[src/rtl/spi_arb_pkg.sv]
// Shared definitions for the SPI response arbiter: FSM encoding and owner index sizing.
package spi_arb_pkg;
    localparam int N_REQ_MAX = 8;
    localparam int OWNER_W   = 3;

    typedef enum logic [1:0] {
        IDLE  = 2'd0,
        ARMED = 2'd1,
        BUSY  = 2'd2
    } arb_state_t;
endpackage

[src/rtl/spi_resp_arb_if.sv]
// Arbiter <-> protocol wrapper response channel (request/grant, muxed byte, end of transaction).
interface spi_resp_arb_if;
    logic       pw_req;
    logic       pw_gnt;
    logic [7:0] pw_rdata;
    logic       pw_rstb;
    logic       pw_end;

    modport master (output pw_req, output pw_rdata, output pw_rstb,
                    input  pw_gnt, input  pw_end);
    modport slave  (input  pw_req, input  pw_rdata, input  pw_rstb,
                    output pw_gnt, output pw_end);
endinterface

[src/rtl/spi_arb_pick.sv]
// Rotating-mask priority encoder: lowest set request at or above the pointer, else lowest overall.
module spi_arb_pick
    import spi_arb_pkg::*;
#(
    parameter int N_REQ = 4
) (
    input  logic [N_REQ-1:0]   req,
    input  logic [OWNER_W-1:0] pointer,
    output logic [N_REQ-1:0]   winner,
    output logic [OWNER_W-1:0] index
);
    logic [N_REQ-1:0] upper;
    logic [N_REQ-1:0] scan;

    // Requests below the pointer only win when nothing at or above it is asking.
    always_comb begin
        upper = '0;
        for (int k = 0; k < N_REQ; k++) begin
            upper[k] = req[k] && (OWNER_W'(k) >= pointer);
        end
        scan   = (|upper) ? upper : req;
        winner = '0;
        index  = '0;
        for (int k = N_REQ - 1; k >= 0; k--) begin
            if (scan[k]) begin
                winner    = '0;
                winner[k] = 1'b1;
                index     = OWNER_W'(k);
            end
        end
    end
endmodule

[src/rtl/spi_resp_arb.sv]
// Arbitrates N_REQ response sources onto one SPI protocol wrapper channel.
// Define SPI_RESP_ARB_RR_EN for round-robin; otherwise fixed priority (lowest index wins).
module spi_resp_arb
    import spi_arb_pkg::*;
#(
    parameter int N_REQ = 4
) (
    input  logic                 clk,
    input  logic                 rst_n,
    input  logic [N_REQ-1:0]     req_i,
    input  logic [8*N_REQ-1:0]   rdata_i,
    input  logic [N_REQ-1:0]     rstb_i,
    output logic [N_REQ-1:0]     gnt_o,
    output logic [OWNER_W-1:0]   owner_o,
    spi_resp_arb_if.master       pw
);
    arb_state_t          state;
    logic [N_REQ-1:0]    owner;
    logic [OWNER_W-1:0]  owner_idx;
    logic                pw_req_q;
    logic [OWNER_W-1:0]  pointer;
    logic [N_REQ-1:0]    win_oh;
    logic [OWNER_W-1:0]  win_idx;
    logic                owner_req;
    logic [7:0]          rdata_mux;

`ifndef SPI_RESP_ARB_RR_EN
    assign pointer = '0;
`endif

    spi_arb_pick #(.N_REQ(N_REQ)) u_pick (
        .req     (req_i),
        .pointer (pointer),
        .winner  (win_oh),
        .index   (win_idx)
    );

    assign owner_req = |(req_i & owner);

    // pw_req stays high through BUSY since the owner still holds the channel until pw_end.
    always_ff @(posedge clk) begin
        if (!rst_n) begin
            state     <= IDLE;
            owner     <= '0;
            owner_idx <= '0;
            pw_req_q  <= 1'b0;
`ifdef SPI_RESP_ARB_RR_EN
            pointer   <= '0;
`endif
        end else begin
            case (state)
                IDLE: begin
                    if (|req_i) begin
                        owner     <= win_oh;
                        owner_idx <= win_idx;
                        state     <= ARMED;
                    end
                end
                ARMED: begin
                    if (!owner_req) begin
                        owner     <= '0;
                        owner_idx <= '0;
                        pw_req_q  <= 1'b0;
                        state     <= IDLE;
                    end else if (pw.pw_gnt) begin
                        pw_req_q  <= 1'b1;
                        state     <= BUSY;
                    end else begin
                        pw_req_q  <= 1'b1;
                    end
                end
                BUSY: begin
                    if (pw.pw_end) begin
`ifdef SPI_RESP_ARB_RR_EN
                        pointer   <= (owner_idx == OWNER_W'(N_REQ - 1)) ? '0 : owner_idx + 1'b1;
`endif
                        owner     <= '0;
                        owner_idx <= '0;
                        pw_req_q  <= 1'b0;
                        state     <= IDLE;
                    end
                end
                default: begin
                    owner     <= '0;
                    owner_idx <= '0;
                    pw_req_q  <= 1'b0;
                    state     <= IDLE;
                end
            endcase
        end
    end

    // An empty owner vector selects nothing, so the muxed byte reads zero in IDLE.
    always_comb begin
        rdata_mux = '0;
        for (int k = 0; k < N_REQ; k++) begin
            if (owner[k]) begin
                rdata_mux = rdata_mux | rdata_i[8*k +: 8];
            end
        end
    end

    assign pw.pw_req   = pw_req_q;
    assign pw.pw_rdata = rdata_mux;
    assign pw.pw_rstb  = |(rstb_i & owner);
    assign gnt_o       = owner & {N_REQ{pw.pw_gnt}};
    assign owner_o     = owner_idx;
endmodule

[src/flat_wrapper.sv]
// flat-port wrapper written by rule: the top's interface ports become plain ports
module spi_resp_arb_flat import spi_arb_pkg::*;
#(
    parameter int N_REQ = 4
)
  (clk, rst_n, req_i, rdata_i, rstb_i, gnt_o, owner_o, pw_pw_req, pw_pw_rdata, pw_pw_rstb, pw_pw_gnt, pw_pw_end);
  spi_resp_arb_if pw_i ();
  input  logic clk;
  input  logic rst_n;
  input  logic [N_REQ-1:0] req_i;
  input  logic [8*N_REQ-1:0] rdata_i;
  input  logic [N_REQ-1:0] rstb_i;
  output logic [N_REQ-1:0] gnt_o;
  output logic [OWNER_W-1:0] owner_o;
  output wire logic [$bits(pw_i.pw_req)-1:0] pw_pw_req;
  output wire logic [$bits(pw_i.pw_rdata)-1:0] pw_pw_rdata;
  output wire logic [$bits(pw_i.pw_rstb)-1:0] pw_pw_rstb;
  input wire logic [$bits(pw_i.pw_gnt)-1:0] pw_pw_gnt;
  input wire logic [$bits(pw_i.pw_end)-1:0] pw_pw_end;
  assign pw_pw_req = pw_i.pw_req;
  assign pw_pw_rdata = pw_i.pw_rdata;
  assign pw_pw_rstb = pw_i.pw_rstb;
  assign pw_i.pw_gnt = pw_pw_gnt;
  assign pw_i.pw_end = pw_pw_end;
  spi_resp_arb #(.N_REQ(N_REQ)) u_core (.clk(clk), .rst_n(rst_n), .req_i(req_i), .rdata_i(rdata_i), .rstb_i(rstb_i), .gnt_o(gnt_o), .owner_o(owner_o), .pw(pw_i));
endmodule
[config.mk]
export PLATFORM = sky130hd
export DESIGN_NAME = spi_resp_arb_flat
export DESIGN_NICKNAME = d
export VERILOG_FILES = /design/src/rtl/spi_arb_pkg.sv /design/src/rtl/spi_resp_arb_if.sv /design/src/rtl/spi_arb_pick.sv /design/src/rtl/spi_resp_arb.sv /design/src/flat_wrapper.sv
export SDC_FILE = /design/constraint.sdc
export NUM_CORES = 1
export LEC_CHECK = 0
export ABC_CLOCK_PERIOD_IN_PS = 1770
export BUFFER_PORTS_ARGS = -buffer_cell sky130_fd_sc_hd__clkbuf_2
export CORE_ASPECT_RATIO = 0.7
export CORE_UTILIZATION = 37
export CTS_CLUSTER_SIZE = 30
export DETAILED_ROUTE_END_ITERATION = 6
export PLACE_DENSITY_LB_ADDON = 0.3
export SYNTH_ARGS = -nofsm -noshare
export SYNTH_HDL_FRONTEND = slang
export SYNTH_HIERARCHICAL = 1
export SYNTH_SLANG_ARGS = --single-unit
[constraint.sdc]
create_clock -name clk -period 1.77 [get_ports clk]
set_input_delay 0.354 -clock clk [delete_from_list [all_inputs] [get_ports clk]]
set_output_delay 0.354 -clock clk [all_outputs]
set_load 0.02 [all_outputs]
# After elaboration in Yosys (flattened, before gate mapping)

Index checks and enable logic that the tools add are counted.

Reduce and logical (&&, ||, !) cells: 7
$mul: 0
Shifts and indexed selects: 0
Mux-type cells: 28
Magnitude comparators: 0
$add $sub $neg: 0
Equal/unequal tests: 6
Bitwise logic cells: 7
Div/mod/pow operators: 0

Operators with widths:

| kind                                                                    | count |
|---|---|
| 8-bit 2-to-1 mux                                                        | 4 |
| 4-bit 2-to-1 mux                                                        | 7 |
| 8-bit bitwise OR                                                        | 3 |
| 3-bit 2-to-1 mux                                                        | 6 |
| 4-bit bitwise AND                                                       | 3 |
| 4-bit one-hot mux with 3 select lines                                   | 1 |
| 4-bit OR reduction                                                      | 3 |
| 2-bit 2-to-1 mux                                                        | 5 |
| 3-bit one-hot mux with 3 select lines                                   | 1 |
| 2-bit one-hot mux with 3 select lines                                   | 1 |
| 3-bit AND reduction                                                     | 2 |
| 2-bit inequality test, second input constant                            | 2 |
| 3-bit inequality test, second input constant                            | 1 |
| 1-bit one-hot mux with 3 select lines                                   | 1 |
| 2-bit by 1-bit == test with 1-bit output, second input constant         | 1 |
| 2-bit == test, second input constant                                    | 1 |
| 2-bit logical NOT                                                       | 1 |
| 1-bit 2-to-1 mux                                                        | 2 |
| 2-bit by 1-bit inequality test with 1-bit output, second input constant | 1 |
| 2-bit AND reduction                                                     | 1 |
| 1-bit inverter                                                          | 1 |

Memory bits (read-only): 0
Input bits: 44
Logic and storage cells: 52
Output and inout bits: 17
Memories kept: 0
Memory bits (writable): 0
Latch bits: 0
Flip-flop bits (word level): 10

# Depth between registers and ports, before layout

Gate-level depths: netlist of the first run.

Word-level depth: 7
Mapped depth: 5
Depth with buffers taken out: 5

# By module

Netlist of the first run, hierarchy kept.

By module, submodules not included:

| module       | area an instance (um^2) | seq. area each (um^2) | instances | cells an instance |
|---|---|---|---|---|
| spi_resp_arb | 823.3                   | 200.2                 | 1         | 100 |
| spi_arb_pick | 212.7                   | 0.0                   | 1         | 33 |

# Worst setup path after synthesis of the first run

Ideal clock, no wire load.

Path type: input-to-reg
Start point: in req_i[0]
End point: reg u_core.owner[0]
Data required time: 1.697 ns
Arrival: 1.545 ns
Slack: 0.152 ns
Buffers on the path: 1
Library setup time: 0.073 ns
Stages: 4
Path through: or4_4 buf_6 o41a_4 o211ai_2

Longest elaborated chain between the ends: 4
Elaborated cells on any way between the ends: 9
Those cells by class: eq/ne: 2; mux: 3; bitwise: 1; reduce/logical: 3

RTL lines:

| item                                   | RTL line           | RTL |
|---|---|---|
| start: declaration                     | flat_wrapper.sv:10 | `input logic [N_REQ-1:0] req_i;` |
| 4-bit bitwise AND                      | spi_resp_arb.sv:38 | `assign owner_req = \|(req_i & owner);` |
| 4-bit OR reduction                     | spi_resp_arb.sv:38 |  |
| 2-bit inequality test (no source line) | n/a                |  |
| 3-bit AND reduction (no source line)   | n/a                |  |
| end signal: assignment                 | spi_resp_arb.sv:54 | `owner <= win_oh;` |
| end: declaration                       | spi_resp_arb.sv:18 | `logic [N_REQ-1:0] owner;` |

Several ways; a longest one is shown, not always the timed one. The select of a mux whose other input is x is not followed.
A chain may end at the register's enable or synchronous reset.

# Final worst setup path of the first run

Start point: reg u_core.owner[3]
End point: out pw_pw_rdata[0]

Longest elaborated chain between the ends: 1

RTL lines:

| item             | RTL line           | RTL |
|---|---|---|
| 8-bit 2-to-1 mux | spi_resp_arb.sv:97 | `if (owner[k]) begin` |
| end: declaration | flat_wrapper.sv:16 | `output wire logic [$bits(pw_i.pw_rdata)-1:0] pw_pw_rdata;` |

No other way between the ends.

==> flow_summary.yaml, run 1 <==
yosys:
  yosys_warnings: 6
  netlist_area_sq_um: 1036
  synth_ff_type: "dfxtp_1"
  synthArstFlopShare_pct: 0
  synth_top_family_by_area: "compound AO/OA/AOI/OAI gates"
  netlist_instances: 133
  synth-seq-area-share_pct: 19.32
  synth-compound-area-share_pct: 44.69
  synth_seq_cells: 10
  yosys.area_share.xor_xnor_pct: 0
  yosysMostFrequentCell: "a22oi_1"
  synth_top_cell_by_area: "dfxtp_1"
  netlist.area_leader.share_pct: 19.32
  synth_mux_area_share_pct: 0
  synth_cell_types: 37
  synthSimpleGateAreaFrac_pct: 26.57
  synth_edf_count: 0
  synthAdderAreaFrac_pct: 0
  synth_area_per_cell_sq_um: 7.789
  synthTopCellsByCount: "a22oi_1, nand2_1, dfxtp_1, inv_1, clkbuf_1"
  ys_top_cells_by_area: "dfxtp_1, a22oi_1, o211ai_2, nand4b_1, o2111ai_1"
placement:
  post-dp-hpwl_um: 2492
  place_congestion: 0.8298
  dp_slack_ns: 0.1107
  portBuffers: 60
clocking:
  cts.sinks: 10
  root_buffer: "clkbuf_8"
  clock_latency_ns: 0.24
  cts_tree: "done"
  cts-buffers-inserted: 3
  htreeDepth: 1
  cts_resized: 0
  cts_buffer_depth: 2
  cts_hold_buf: 0
  clk_pin_slew_ns: 0.05
  cts_setup_buffers: 0
worst_setup_path:
  r2r-start: "u_core/owner[3]"
  required_ns: 1.42
  worst-path-buf-inv: 1
  max_stage_delay_ns: 0.62
  cp-start-kind: "flip-flop"
  critPathMaxFanout: 13
  path_cells: "a22oi_1, nand2_1, clkbuf_2"
  endpoint_kind: "output port"
  r2r_setup_slack_ns: 0.33
  crit_start: "u_core/owner[3]"
  arrival_ns: 1.26
  cpMaxStageDelayCell: "dfxtp_1"
  critical_path_class: "flip-flop to output port"
  rr_worst_depth: 3
  r2r-end: "u_core/owner[3]"
  cp_top_family: "flip-flops"
sta:
  fin_tns_setup_ns: 0
  fmax_mhz: 621.0
  slew_violations: 0
  period_needed_ns: 1.610
  final-setup-viol-count: 0
  rsz0062_at_grt: "false"
  timing_hold_violations_final: 0
  fin_worst_skew_ns: 0.006362
  finalWorstSetupSlack_ns: 0.1596
  slew_headroom_pct: 58.69
  period_share_pct: 90.98
  worst_pin_slew_ns: 0.6188
grt:
  grt_start_max_net_pins: 22
  grt_pass1_vias: 1100
  grt_overflow_total: 0
  grt_use_total_pct: 20.71
  grt_antenna_before_repair: 0
  grt_pass1_wl_um: 4788
route:
  num_vias: 1275
  dr.pass1.iters: 4
  wl_per_cell_um: 13.02
  drtAntennaViolNets: 0
  drc: 0
  drt-vias-per-instance: 5.225
  drt_iter0_markers: 56
  drt-total-wl_um: 3176
floorplanning:
  io_pins: 61
  core_area_sq_um: 2552
  start_util_pct: 40.59
  rows: 15
  die_area_sq_um: 3019
  die_w_um: 65.25
  die_height_um: 46.27
final_layout:
  diodes: 0
  drive_above_1_share_pct: 39.52
  area_delta_synth_final_pct: 44.20
  fin_nets: 255
min_path:
  hp-class: "input port to flip-flop"
  whs_path_depth: 4
  hold_start: "pw_pw_end"
  hold_path_end: "u_core/state[1]"
job:
  maxCapViolCount: 0
pwr:
  ir_worst_vdd_uv: 401.0
  cellLeakagePower_nw: 0.7369
  p_per_area_nw_per_um2: 542.4
outcome:
  status: "complete, no violations"
tightest hold or removal path: cells and delay by family:
| kind | cells | cell delay, ns |
|---|---|---|
| and+or+nand+nor | 2 | 0.09 |
| buffers and inverters | 1 | 0.10 |
| AOI/OAI and AO/OA | 1 | 0.05 |
sequential cells by signal (all words and copies together) (netlist names):
| signal | flops |
|---|---|
| u_core/owner_o | 3 |
| u_core/pw.pw_req | 1 |
| u_core/owner | 4 |
| u_core/state | 2 |
routing by layer:
| metal | routed length [um] | global-route usage (%) | vias to the layer above |
|---|---|---|---|
| li1 | - | - | 643 |
| met1 | 1374 | 25.88 | 586 |
| met2 | 1601 | 36.49 | 43 |
| met3 | 191 | 5.198 | 3 |
| met4 | 8 | 4.348 | 0 |
| met5 | 0 | 0 | - |
placed cells by master (no fill, tap or decap), types with 2 or more instances in the layout:
cell and count:
a21oi_1 6, a22o_1 2, a22oi_1 18, and2_1 4
buf_4 6, clkbuf_2 60, clkbuf_8 4, conb_1 20
dfxtp_1 10, inv_1 10, nand2_1 12, nand2b_1 2
nand4b_1 7, nor2_1 4, nor2b_1 5, nor2b_2 2
nor3b_1 2, o2111ai_1 7, o211ai_1 2, o211ai_2 7
o21ai_0 3, o21ai_1 2, o21bai_1 2
where the power goes:
group          switching, mW  internal (mW)  total [mW]
sequential            0.0313          0.238       0.270
clock                 0.0892          0.196       0.285
combinational          0.136          0.119       0.256
total                  0.257          0.553       0.810
how the worst max path moves through the flow:
stage	endpoint	slack [ns]	cells past startpoint
after global placement	u_core/owner[0]	0.15	4
after CTS	pw_pw_rdata[0]	0.14	3
final	pw_pw_rdata[0]	0.16	3
after global routing	pw_pw_rdata[4]	0.02	3
after detailed placement	u_core/owner_o[2]	0.11	4
after floorplan	u_core/owner[0]	0.15	4
cells by family (layout without fill, tap and decap cells):
group | Yosys count | after routing
AOI/OAI and AO/OA | 56 | 56
and+or+nand+nor | 44 | 44
buffers and inverters | 21 | 80
DFF | 10 | 10
other | 2 | 20
layout make-up:
cell class	count	area, sq um
fillers	245	1059
well taps	34	42.54
clock buffers	4	55.05
multi-input cells	120	813.3
repair buffers	66	345.3
inverters	10	37.54
flip-flops and latches	10	200.2
per-stage QoR:
stage	util (%)	power [mW]	instances	cell area, sq um	hold slack (ns)
floorplan	-	0.4157	151	1104	0.4929
global placement	56.37	0.5151	240	1439	0.4729
detailed placement	56.37	0.5236	240	1439	0.4804
CTS	58.53	0.8081	244	1494	0.4069
global route	58.53	0.8564	244	1494	0.4358
finish	58.53	0.8102	244	1494	0.4101
No activity file was read; power rests on OpenSTA's default activity.
==> inputs of run 2 (changes only) <==
--- a/config.mk
+++ b/config.mk
@@ -8,7 +8,7 @@
 export ABC_CLOCK_PERIOD_IN_PS = 1770
 export BUFFER_PORTS_ARGS = -buffer_cell sky130_fd_sc_hd__clkbuf_2
 export CORE_ASPECT_RATIO = 0.7
-export CORE_UTILIZATION = 37
+export CORE_UTILIZATION = 43
 export CTS_CLUSTER_SIZE = 30
 export DETAILED_ROUTE_END_ITERATION = 6
 export PLACE_DENSITY_LB_ADDON = 0.3
==> run 2 against run 1 <==
Wire length fell by 3.9%. First-iteration DRC count fell by 1.8%. Combinational power barely moved. Register-to-register slack got worse by 0.17 ns. Critical path depth did not move. Final area fell by 2.8%. Setup slack got worse by 0.056 ns. Total power fell by 17%. Clock power fell by 48%. Non-clock buffer count fell by 1. Cell count fell by 1.6%. Maximum frequency fell by 3.3%.
==> flow_summary.yaml, run 2 (synthesized netlist as in run 1, its figures left out) <==
outcome:
  status: "complete, no violations"
worst_setup_path:
  rr_worst_depth: 3
  r2r-end: "u_core/owner[2]"
  r2r-start: "u_core/state[1]"
  endpoint_kind: "output port"
  required_ns: 1.42
  arrival_ns: 1.31
  cp-start-kind: "flip-flop"
  crit_start: "u_core/owner[0]"
  critical_path_class: "flip-flop to output port"
  critPathMaxFanout: 13
  crit_path_end: "pw_pw_rstb"
  r2r_setup_slack_ns: 0.16
final_layout:
  final_cell_mix: "clkbuf_2, conb_1, a22oi_1, nand2_1"
  fin_cells: 240
  fin_nets: 254
  largest_reg_flops: 4
  diodes: 0
  drive_above_1_share_pct: 38.94
  area_delta_synth_final_pct: 40.10
  top_register: "u_core/owner"
  finalCoreUtilization_pct: 65.76
  final_common_cell: "clkbuf_2"
sta:
  period_needed_ns: 1.666
  period_share_pct: 94.12
  rsz0062_at_grt: "false"
  fin_tns_setup_ns: 0
  final-setup-viol-count: 0
  worst_pin_slew_ns: 0.9618
  slew_headroom_pct: 35.75
  timing_hold_violations_final: 0
  fin_worst_skew_ns: 0.004280
  slew_violations: 0
  fmax_mhz: 600.3
pwr:
  cellLeakagePower_nw: 0.7171
  p_total_mw: 0.6691
  ir_worst_vdd_uv: 380.9
  p_per_area_nw_per_um2: 461.0
placement:
  post-dp-hpwl_um: 2400
  place_congestion: 0.8269
  placed_cells: 237
  portBuffers: 60
route:
  drt_iter0_markers: 55
  drc: 0
  drt-vias-per-instance: 5.258
  drt-total-wl_um: 3051
  dr.pass1.iters: 4
  num_vias: 1262
  drtAntennaViolNets: 0
  wl_per_cell_um: 12.71
grt:
  grt_pass1_wl_um: 4671
  grt_antenna_before_repair: 0
  grt_util_met2_pct: 46.15
  met3_usage_pct: 4.878
  grtUsageMet1_pct: 25.83
  gr-max-usage-layer: "met2"
  grt_pass1_vias: 1116
  grt_start_max_net_pins: 22
  grt_use_total_pct: 23.57
  grt_overflow_total: 0
floorplanning:
  core_area_sq_um: 2207
  rows: 14
  io_pins: 61
  die_w_um: 60.67
  die_area_sq_um: 2613
  start_util_pct: 46.94
  die_height_um: 43.07
clocking:
  clk_pin_slew_ns: 0.06
  cts_resized: 0
  root_buffer: "clkbuf_4"
  cts_hold_buf: 0
  cts-buffers-inserted: 3
  cts.sinks: 10
  htreeDepth: 1
  clock_latency_ns: 0.26
  cts_tree: "done"
  cts_buffer_depth: 2
  cts_setup_buffers: 0
job:
  maxCapViolCount: 0
min_path:
  hp-class: "input port to flip-flop"
run 2: report_power, final:
group | switching, mW | total [mW] | internal, mW
logic | 0.135 | 0.253 | 0.118
clock network | 0.0688 | 0.147 | 0.0781
registers | 0.0311 | 0.269 | 0.238
total | 0.235 | 0.669 | 0.434
run 2: routing by layer:
layer | share of wire, % | vias to the layer above | routed length (um)
met3 | 4.9 | 0 | 151
li1 | - | 645 | -
met1 | 45 | 573 | 1369
met2 | 50 | 44 | 1530
met5 | 0 | - | 0
met4 | 0 | 0 | 0
run 2: how the worst min path moves through the flow:
stage	end	cells after the start	start	slack, ns
final	u_core/state[1]	4	pw_pw_end	0.38
after global routing	u_core/pw.pw_req	3	rst_n	0.38
after CTS	u_core/state[1]	4	pw_pw_end	0.37
after detailed placement	u_core/pw.pw_req	2	u_core/pw.pw_req	0.49
after global placement	u_core/pw.pw_req	2	u_core/pw.pw_req	0.47
after floorplan	u_core/state[1]	2	u_core/state[1]	0.49
run 2: stage by stage:
step / instance area, sq um / worst slack (ns) / hold slack, ns
2_1_floorplan: 1104 / 0.1517 / 0.4929
3_3_place_gp: 1429 / 0.1492 / 0.4739
3_5_place_dp: 1429 / 0.05712 / 0.4859
4_1_cts: 1451 / 0.1145 / 0.3738
5_1_grt: 1451 / 0.01221 / 0.3838
6_report: 1451 / 0.1040 / 0.3833
run 2: final cells by class:
type	instances	area (sq um)
repair buffers	65	337.8
fillers	197	755.7
flip-flops and latches	10	200.2
multi-input cells	120	813.3
clock buffers	3	22.52
inverters	10	37.54
well taps	32	40.04
run 2: critical path, stage by stage (launching register included):
cell	delay (ns)
dfxtp_1	0.61
a22oi_1	0.17
nand2_1	0.11
clkbuf_2	0.17
